--- src/rtl/reg_file_sb.sv ---
// Multi-entry register file with one write port, two combinational read ports,
// optional write-to-read bypass, optional hardwired-zero entry 0 and a busy scoreboard.
module reg_file_sb #(
  parameter int WIDTH    = 16,
  parameter int ADDR_W   = 3,
  parameter int DEPTH    = 8,
  parameter int ZERO_REG = 1,
  parameter int BYPASS   = 1
) (
  input  logic              clk,
  input  logic              rst,
  input  logic              we,
  input  logic [ADDR_W-1:0] waddr,
  input  logic [WIDTH-1:0]  wdata,
  input  logic [ADDR_W-1:0] raddr_a,
  input  logic [ADDR_W-1:0] raddr_b,
  output logic [WIDTH-1:0]  rdata_a,
  output logic [WIDTH-1:0]  rdata_b,
  input  logic              set_busy,
  input  logic [ADDR_W-1:0] set_addr,
  output logic              busy_a,
  output logic              busy_b,
  output logic [DEPTH-1:0]  busy_vec
);

  localparam logic [ADDR_W:0] LP_DEPTH = (ADDR_W+1)'(DEPTH);

  logic [WIDTH-1:0] r_mem [DEPTH];
  logic [DEPTH-1:0] r_busy;

  logic w_we_ok;
  logic w_set_ok;
  logic w_byp_a;
  logic w_byp_b;
  logic w_set_hit_a;
  logic w_set_hit_b;
  logic [WIDTH-1:0] w_st_data_a;
  logic [WIDTH-1:0] w_st_data_b;
  logic w_st_busy_a;
  logic w_st_busy_b;

  // Ignored writes/sets are filtered once here so storage and bypass agree.
  assign w_we_ok  = rst && we && ({1'b0, waddr} < LP_DEPTH)
                    && !((ZERO_REG != 0) && (waddr == '0));
  assign w_set_ok = rst && set_busy && ({1'b0, set_addr} < LP_DEPTH)
                    && !((ZERO_REG != 0) && (set_addr == '0));

  always_ff @(posedge clk or negedge rst) begin
    if (!rst) begin
      for (int i = 0; i < DEPTH; i++) begin
        r_mem[i] <= '0;
      end
      r_busy <= '0;
    end else begin
      for (int i = 0; i < DEPTH; i++) begin
        if (w_we_ok && (waddr == ADDR_W'(i))) begin
          r_mem[i] <= wdata;
        end
        // A newly issued producer outranks the writeback of the previous one.
        if (w_set_ok && (set_addr == ADDR_W'(i))) begin
          r_busy[i] <= 1'b1;
        end else if (w_we_ok && (waddr == ADDR_W'(i))) begin
          r_busy[i] <= 1'b0;
        end
      end
    end
  end

  always_comb begin
    w_st_data_a = '0;
    w_st_data_b = '0;
    w_st_busy_a = 1'b0;
    w_st_busy_b = 1'b0;
    for (int i = 0; i < DEPTH; i++) begin
      if ((ZERO_REG == 0) || (i != 0)) begin
        if (raddr_a == ADDR_W'(i)) begin
          w_st_data_a = r_mem[i];
          w_st_busy_a = r_busy[i];
        end
        if (raddr_b == ADDR_W'(i)) begin
          w_st_data_b = r_mem[i];
          w_st_busy_b = r_busy[i];
        end
      end
    end
  end

  assign w_byp_a     = (BYPASS != 0) && w_we_ok && (waddr == raddr_a);
  assign w_byp_b     = (BYPASS != 0) && w_we_ok && (waddr == raddr_b);
  assign w_set_hit_a = w_set_ok && (set_addr == raddr_a);
  assign w_set_hit_b = w_set_ok && (set_addr == raddr_b);

  assign rdata_a  = w_byp_a ? wdata : w_st_data_a;
  assign rdata_b  = w_byp_b ? wdata : w_st_data_b;
  assign busy_a   = w_byp_a ? w_set_hit_a : w_st_busy_a;
  assign busy_b   = w_byp_b ? w_set_hit_b : w_st_busy_b;
  assign busy_vec = r_busy;

endmodule

--- config.mk ---
export PLATFORM = sky130hd
export DESIGN_NAME = reg_file_sb
export DESIGN_NICKNAME = d
export VERILOG_FILES = /design/src/rtl/reg_file_sb.sv
export SDC_FILE = /design/constraint.sdc
export NUM_CORES = 1
export LEC_CHECK = 0
export ABC_AREA = 1
export CORE_MARGIN = 3
export CORE_UTILIZATION = 30
export DETAILED_ROUTE_END_ITERATION = 8
export HOLD_SLACK_MARGIN = 0.05
export PLACE_DENSITY = 0.52
export SLEW_MARGIN = 40
export SYNTH_ARGS = -nofsm -noshare
export SYNTH_HDL_FRONTEND = slang
export SYNTH_SLANG_ARGS = --single-unit
--- constraint.sdc ---
create_clock -name clk -period 1.7 [get_ports clk]
set_clock_uncertainty 0.05 [all_clocks]
set_input_delay 0.34 -clock clk [delete_from_list [all_inputs] [get_ports clk]]
set_output_delay 0.34 -clock clk [all_outputs]
set_load 0.02 [all_outputs]
==> qor.txt <==
status - complete, but fails checks
failing checks - setup timing
GRT Total Usage - 0.2291
sw power - 3.825 mW
vias in the first global route - 8188
Hold Path Class - primary input to async pin
ys async rst share - 1.000
Yosys warning count - 0
Syn Nets - 1103
gr ovfl total - 0
Sink Count - 120
initial antenna violation count - 0
largest family of logic cells by synthesized area - simple AND/OR/NAND/NOR gates
CTS root buf - clkbuf_16
critical path class - primary input to output pin
final setup fails - 34
Total Neg Setup Slack - -7786 ps
DIE AREA - 26530 sq um
die width - 162.9 microns
Post-Synth Simple-Gate Area - 0.3494
Switching Fraction - 0.3527
hold_buf cts - 0
post-layout minimum cycle time - 1993 ps
Worst-Margin Slew - 597.3 ps
Clock transition at path regs - 60 ps
Pre-antenna DRT Iters - 5
Pint - 7.019 mW
combinational share of power - 0.294
Num CTS Buffers - 17
Post-Place Cells - 1541
Post-synth top cells - nand2_1 (401), dfrtp_1 (120), o21ai_0 (110)
R2R Setup Slk - 760 ps
Max VDD drop - 684.0 uV
share of cells above drive strength 1 - 0.3723
Antenna Cells - 0
ys flop type - dfrtp_1
post-synth cell types - 36
GPL Wtd Cong - 0.8745
fin area - 11580 sq um
area share of the largest cell type after synthesis - 0.4067
Port Buffers - 73
post-synthesis adder-cell area fraction - 0
RSZ-0062 raised after global routing - yes
CTS Buffer Depth - 2
CP endpoint kind - output pin
DR vias/cell - 5.129
global-route wire length before repair - 46640 microns
area leader, netlist - dfrtp_1
Max Slew Vio Count - 0
power per cell area - 936.6 nW/um^2
hold violation total from the final report - 0
top-count cell post-synth - nand2_1
Layout area overhead - 56.82%
crit share post-route - 1.172
Critical Path RT - 1310 ps
Final nets - 1319
row count - 56
register bit total from synthesis - 120
mapped cell area - 7383 sq um
CP Launch Type - primary input
Crit Path Max Fanout - 6
Final ANT Viol Nets - 0
Max transition margin - 0.6018
Initial Util - 0.3099
Pleak - 5.599 nW
Design Power - 10.84 mW
H-Tree Level Count - 4
CTS tree - built
Post-synth EDFFs - 0
non-filler cells, final - 1619
# IOs - 74
post-synthesis compound-gate area fraction - 0.1369
post-synthesis mux area share - 0
top area cells in the synthesized netlist - dfrtp_1 (41%), nand2_1 (20%), o21ai_0 (7.5%), o21ai_1 (5.3%), nand4_1 (3.7%)
Clock power frac - 0.338
fmax - 501.7 MHz
worst path arrival time - 1600 ps
largest net degree at the start of global routing - 64
Clock Latency Late Sink - 420 ps
DR vias - 8304
core area - 23820 sq um
worst hold slack - 139.4 ps
HPWL after DPL - 19830 microns
Die Y - 162.9 microns
DRC - 0
share of power burned in registers - 0.369
Total Wirelength - 30680 microns
Cells after Synth - 1071
post-synthesis sequential area ratio - 0.4067
Avg Cell Area, Syn - 6.894 sq um
pre-CTS setup slack - -1266 ps
Synth Area in XOR/XNOR - 0.01508
Setup WS post-layout - -293.2 ps
Cell Area, Placed - 9484 sq um
DRT iter0 DRCs - 864
max-cap violations - 0
drt wl/cell - 18.95 microns
Final Util - 0.4860
## sequential cells by signal, summed over array words and instances (netlist names)
name and flops:
busy_vec 8, r_mem 112
## critical path: stages
cell     delay [ps]
buf_12          110
buf_12          140
nor2_4          220
buf_12          160
o21ai_2          50
nand2_1          80
nand2_1          60
nand4_1         150
nand2_1          90
nand2_2          80
buf_6           110
## logic make-up (layout without fill, tap and decap cells)
group           Yosys count  in the layout
flops                   120            120
xor+xnor                 11             11
compound gates          198            198
buf+inv                 142            370
simple gates            600            601
## layout by cell type, fill, tap and decap left out, types with 3 or more instances in the layout
master and count:
inv_8 7, o21ai_1 92, xnor2_1 5, buf_16 5
nand2_4 14, nand3_1 12, buf_12 24, inv_2 9
o21ai_2 22, or2_0 3, nor2_2 15, nand4_1 44
inv_1 58, o21ai_0 72, o22ai_1 3, nand2_2 84
dfrtp_1 118, dlygate4sd2_1 8, inv_4 4, nor2_4 11
nor3_2 16, clkdlybuf4s50_1 17, buf_8 10, inv_6 7
buf_4 120, or2_4 3, nand2_1 317, clkinv_4 3
clkbuf_16 20, buf_6 66, xnor2_4 3, nor2_1 55
nor3_4 3, nand3_2 13
## timing repair
| item | CTS | global route |
|---|---|---|
| resized for setup | 437 | 161 |
| endpoints found under the hold margin | 0 | 0 |
| pin swaps | 75 | 120 |
| buffers inserted | 26 | 16 |
| cloned | 12 | 3 |
| setup endpoints to repair | 105 | 37 |
## final timing paths
path                                          from                 endpoint  depth (start not counted)
max in group asynchronous                      rst   r_mem[105]$_DFFE_PN0P_                          4
setup reg to reg             r_mem[74]$_DFFE_PN0P_    r_mem[74]$_DFFE_PN0P_                          4
hold / removal                                 rst  busy_vec[1]$_DFFE_PN0P_                          3
hold reg to reg            busy_vec[0]$_DFFE_PN0P_  busy_vec[0]$_DFFE_PN0P_                          0
min in group clk           busy_vec[0]$_DFFE_PN0P_  busy_vec[0]$_DFFE_PN0P_                          0
setup / recovery                        raddr_b[2]              rdata_b[14]                         11
## power by group through the flow
stage / Sequential, mW / Clock [mW] / Combinational [mW]
final: 4.00 / 3.66 / 3.18
after global routing: 4.06 / 3.84 / 3.50
after CTS: 3.93 / 3.68 / 2.98
after detailed placement: 3.96 / 0 / 2.64
after global placement: 3.96 / 0 / 2.62
after floorplan: 3.87 / 0 / 1.40
## metal layers
layer | vias up | track usage | part of all wire
met5 | - | 0 | 0
met2 | 332 | 0.3784 | 0.47
met3 | 60 | 0.04095 | 0.063
met4 | 0 | 0.07612 | 0.028
met1 | 3993 | 0.3039 | 0.43
li1 | 3919 | - | -
## area by class of cell
type,instances,area [sq um]
clock inverters,15,155.1
clock buffers,17,425.4
flip-flops and latches,120,3005
repair buffers,258,2763
repair inverters,2,36.28
fillers,2328,12240
inverters,78,362.8
multi-input cells,810,4432
well taps,319,399.1
Power figures use the tool's default switching activity.
